<file path="src/rtl/dest_arbiter.sv">
// Round-robin packet arbiter merging NUM_PORTS AXI4-Stream sources into one tagged stream.
// Define DEST_ARBITER_REG_OUT_EN to add a full-throughput register slice on the initiator side.
module dest_arbiter #(
   parameter int unsigned NUM_PORTS  = 4,
   parameter int unsigned DATA_WIDTH = 8
) (
   input  logic                            aclk,
   input  logic                            aresetn,
   input  logic [NUM_PORTS-1:0]            target_tvalid,
   output logic [NUM_PORTS-1:0]            target_tready,
   input  logic [NUM_PORTS-1:0]            target_tlast,
   input  logic [NUM_PORTS*DATA_WIDTH-1:0] target_tdata,
   output logic                            initiator_tvalid,
   input  logic                            initiator_tready,
   output logic                            initiator_tlast,
   output logic [DATA_WIDTH-1:0]           initiator_tdata,
   output logic [2:0]                      initiator_tid
);

   localparam int unsigned MaxPorts = 8;

   typedef enum logic [0:0] {StIdle, StBusy} state_e;

   state_e              state_q;
   logic [2:0]          grant_q, grant_d, last_grant_q;
   logic                found;
   logic [2:0]          idx;
   logic [MaxPorts-1:0] vld_ext, last_ext;
   logic [DATA_WIDTH-1:0] data_ext [MaxPorts];
   logic                busy, g_valid, g_last, up_valid, up_ready, fire_last;
   logic [DATA_WIDTH-1:0] g_data;

   // Pad the per-port inputs to 8 entries so the 3-bit grant can index them directly.
   for (genvar i = 0; i < MaxPorts; i++) begin : g_ext
      if (i < NUM_PORTS) begin : g_used
         assign vld_ext[i]  = target_tvalid[i];
         assign last_ext[i] = target_tlast[i];
         assign data_ext[i] = target_tdata[i*DATA_WIDTH +: DATA_WIDTH];
         assign target_tready[i] = busy && (grant_q == 3'(i)) && up_ready;
      end else begin : g_pad
         assign vld_ext[i]  = 1'b0;
         assign last_ext[i] = 1'b0;
         assign data_ext[i] = '0;
      end
   end

   always_comb begin
      found   = 1'b0;
      grant_d = grant_q;
      idx     = '0;
      for (int unsigned i = 1; i <= MaxPorts; i++) begin
         idx = 3'((32'(last_grant_q) + i) % NUM_PORTS);
         if (!found && (i <= NUM_PORTS) && vld_ext[idx]) begin
            found   = 1'b1;
            grant_d = idx;
         end
      end
   end

   assign busy      = (state_q == StBusy);
   assign g_valid   = vld_ext[grant_q];
   assign g_last    = last_ext[grant_q];
   assign g_data    = data_ext[grant_q];
   assign up_valid  = busy && g_valid;
   assign fire_last = up_valid && up_ready && g_last;

   always_ff @(posedge aclk or negedge aresetn) begin
      if (!aresetn) begin
         state_q      <= StIdle;
         grant_q      <= '0;
         last_grant_q <= 3'(NUM_PORTS - 1);
      end else begin
         unique case (state_q)
            StIdle: begin
               if (found) begin
                  grant_q <= grant_d;
                  state_q <= StBusy;
               end
            end
            StBusy: begin
               if (fire_last) begin
                  last_grant_q <= grant_q;
                  state_q      <= StIdle;
               end
            end
            default: state_q <= StIdle;
         endcase
      end
   end

`ifdef DEST_ARBITER_REG_OUT_EN
   logic                  slv_valid_q, slv_last_q;
   logic [DATA_WIDTH-1:0] slv_data_q;
   logic [2:0]            slv_tid_q;

   // Slice accepts whenever it is empty or draining this cycle.
   assign up_ready = !slv_valid_q || initiator_tready;

   always_ff @(posedge aclk or negedge aresetn) begin
      if (!aresetn) begin
         slv_valid_q <= 1'b0;
         slv_last_q  <= 1'b0;
         slv_data_q  <= '0;
         slv_tid_q   <= '0;
      end else if (up_ready) begin
         slv_valid_q <= up_valid;
         slv_last_q  <= g_last;
         slv_data_q  <= g_data;
         slv_tid_q   <= grant_q;
      end
   end

   assign initiator_tvalid = slv_valid_q;
   assign initiator_tlast  = slv_last_q;
   assign initiator_tdata  = slv_data_q;
   assign initiator_tid    = slv_tid_q;
`else
   assign up_ready         = initiator_tready;
   assign initiator_tvalid = up_valid;
   assign initiator_tlast  = g_last;
   assign initiator_tdata  = g_data;
   assign initiator_tid    = grant_q;
`endif

endmodule

</file>
<file path="config.mk">
export PLATFORM = sky130hd
export DESIGN_NAME = dest_arbiter
export DESIGN_NICKNAME = d
export VERILOG_FILES = /design/src/rtl/dest_arbiter.sv
export SDC_FILE = /design/constraint.sdc
export NUM_CORES = 1
export LEC_CHECK = 0
export ABC_AREA = 1
export CORE_ASPECT_RATIO = 1.25
export CORE_UTILIZATION = 32
export DETAILED_ROUTE_END_ITERATION = 8
export GPL_TIMING_DRIVEN = 0
export PLACE_DENSITY = 0.75
export REMOVE_ABC_BUFFERS = 1
export SLEW_MARGIN = 20
export SYNTH_ARGS = -nofsm -noshare
export SYNTH_HDL_FRONTEND = slang
export SYNTH_SLANG_ARGS = --single-unit
</file>
<file path="constraint.sdc">
create_clock -name aclk -period 1.35 [get_ports aclk]
set_input_delay 0.27 -clock aclk [delete_from_list [all_inputs] [get_ports aclk]]
set_output_delay 0.27 -clock aclk [all_outputs]
set_load 0.02 [all_outputs]
</file>
==> results.cfg, run 1 <==
[cts]
clock_sinks = 5
htreeDepth = 1
numCtsBuffers = 3
clockBufferDepth = 2
cts_tree = built
clkLatencyLatePin_ns = 0.24
path_clk_slew_ns = 0.04
cts-root-buf = clkbuf_4

[timing]
skew_ns = 0.00246
slew_violations = 0
hold_viol_final = 0
max_freq_mhz = 556
finalCritPeriodShare_pct = 133
rsz0062_at_grt = yes
layout_min_cycle_time_ns = 1.80
setup_ws_ns = -0.448
setup_viol = 20

[synthesis]
synth_area_sq_um = 893
synth_top_family_by_area = simple AND/OR/NAND/NOR gates
ys_seq_area_share_pct = 14.3
synth_cell_types = 24
yosys.area_share.xor_xnor_pct = 0
synth-seq-cells = 5
avgSynthCellArea_sq_um = 6.16
synth_compound_area_share_pct = 16.0
synth-adder-area-share_pct = 0
synth.mux.area_fraction_pct = 0
yosysWarnings = 0
synthSimpleGateAreaFrac_pct = 58.0
synthCells = 145

[routing]
drt_iter0_drc = 28
drtAntennaViolNets = 0
viasPerCell = 5.02
wire_per_inst_um = 13.5
post-route-drc-count = 0
finalWirelength_um = 3540
first_pass_iters = 4
via_count = 1316

[grt]
grt.total_usage_pct = 22.8
antenna_found_initial = 0
overflow = 0
grt_pass1_wl_um = 5350
grt_pass1_vias = 1310
grt_max_degree = 10

[worst_setup_path]
rr_endpoint = initiator_tid[0]$_DFFE_PN0P_
worstSetupStartpoint = initiator_tid[1]$_DFFE_PN0P_
arrival_ns = 1.53
ff2ff_setup_slack_ns = -0.33
worst_r2r_path_depth = 12
crit_type = reg -> out
worstSetupEndpointType = output pin
r2r_start = last_grant_q[0]$_DFFE_PN1P_
crit_required_ns = 1.08
cp_max_fo = 6
cp-start-kind = flip-flop

[cells_and_area]
nets = 272
drive_above_1_share_pct = 53.9
antenna_cells = 0
final_cell_mix = clkdlybuf4s50_1 (42), nand2_1 (41), nand2_2 (24), buf_6 (20), buf_4 (17)
fin_area_sq_um = 1910
final_common_cell = clkdlybuf4s50_1
area.growth.synth_to_final_pct = 114

[status]
status = finished with violations
failed_checks = negative setup slack

[placed_design]
gp_congestion = 0.822
dp_hpwl_um = 2280
port_buffers = 58
place_area_sq_um = 1480
pre_cts_ws_ns = -0.839

[power_and_ir_drop]
combPwrFrac_pct = 87.1
seqPwrFrac_pct = 9.1
p_sw_share_pct = 51.4
p_per_area_nw_per_um2 = 2350
p_int_mw = 2.18
power.switching_mw = 2.31
power.total_mw = 4.49
ir_drop_v = 0.00151
clkPwrFrac_pct = 3.8
p_leak_nw = 0.892

[floorplan]
dieArea_sq_um = 3010
core_sq_um = 2650
start_util_pct = 33.7
die_h_um = 61.1
ios = 60
die_x_um = 49.3
row_count = 21

[run]
cap_violations = 0

[worst_hold_path]
hold_path.class = in -> async
==> power groups by stage <==
stage               clock [mW]  sequential (mW)  combinational [mW]
floorplan                    0            0.410                1.72
global placement             0            0.400                2.61
detailed placement           0            0.402                2.67
CTS                      0.172            0.392                3.32
global route             0.193            0.415                4.19
finish                   0.171            0.410                3.91
==> critical path, cell delays in order, from the launching register on <==
cell     delay [ns]
dfrtp_2        0.47
inv_2          0.08
nor2_4         0.15
inv_2          0.06
o22ai_2        0.09
or2_4          0.15
inv_2          0.03
nor2_2         0.11
buf_6          0.13
==> Yosys cell counts <==
master	number	area (sq um)
nor2_2	1	6.26
buf_4	1	7.51
dfstp_2	2	52.6
nand4_1	1	6.26
nor3_1	1	5.00
nor2_4	5	56.3
or2_2	1	6.26
dfrtp_1	3	75.1
nand2_4	5	56.3
inv_1	8	30.0
buf_6	3	33.8
a22oi_1	15	113
nand3b_2	1	11.3
o21ai_2	1	8.76
nand3_1	10	50.1
o22ai_1	1	6.26
nor2_1	4	15.0
conb_1	1	3.75
inv_2	8	30.0
nand3_2	1	10.0
nor3_2	1	10.0
nand2_1	56	210
nand2_2	12	75.1
o21ai_1	3	15.0
==> worst max-delay path by stage <==
stage,endpoint,cells after the start
after floorplan,initiator_tvalid,7
after CTS,initiator_tvalid,8
after global routing,initiator_tvalid,8
final,initiator_tvalid,8
after global placement,initiator_tvalid,8
after detailed placement,initiator_tvalid,8
==> state kept, by name (all words and copies together) (netlist names) <==
signal         flops
initiator_tid      2
last_grant_q       2
busy               1
==> layout make-up <==
type                    count  area (sq um)
inverters                  16          65.1
well taps                  34          42.5
flip-flops and latches      5           130
clock buffers               4          26.3
repair buffers             83           806
multi-input cells         120           845
fillers                   180           739
==> routing by layer <==
layer	share of wire, %	global-route usage [%]	routed length [um]	up-vias
li1	-	-	-	636
met1	35	22.5	1240	610
met2	58	47.4	2040	64
met3	5.7	3.46	203	6
met4	1.5	9.24	54	0
met5	0	0	0	-
==> metrics by stage <==
| stage | std cells | util, % | setup TNS [ns] | hold slack [ns] |
|---|---|---|---|---|
| after detailed placement | 233 | 55.6 | -9.96 | 0.498 |
| after global placement | 233 | 55.6 | -9.51 | 0.487 |
| after CTS | 257 | 65.3 | -5.19 | 0.247 |
| final | 262 | 72.1 | -5.85 | 0.247 |
| after floorplan | 141 | - | -2.23 | -0.0256 |
| after global routing | 262 | 72.1 | -7.11 | 0.253 |
==> timing repair <==
item,CTS,global route
pin swaps,12,21
setup buffers,20,7
hold buffers,0,0
gates resized for setup,107,38
setup endpoints to repair,21,20
hold endpoints to repair,0,0
==> cells by family after synthesis <==
kind of cell           after synthesis
AOI/OAI and AO/OA                   20
buffers and inverters               20
DFF                                  5
other                                1
and+or+nand+nor                     99
Note: power is estimated with default switching activity, not from simulation.
==> run 2: changes to the inputs <==
ABC_CLOCK_PERIOD_IN_PS = 1350   (was default)
==> results of run 2 <==
No change in the layout: final DEF, timing and power equal those of run 1.
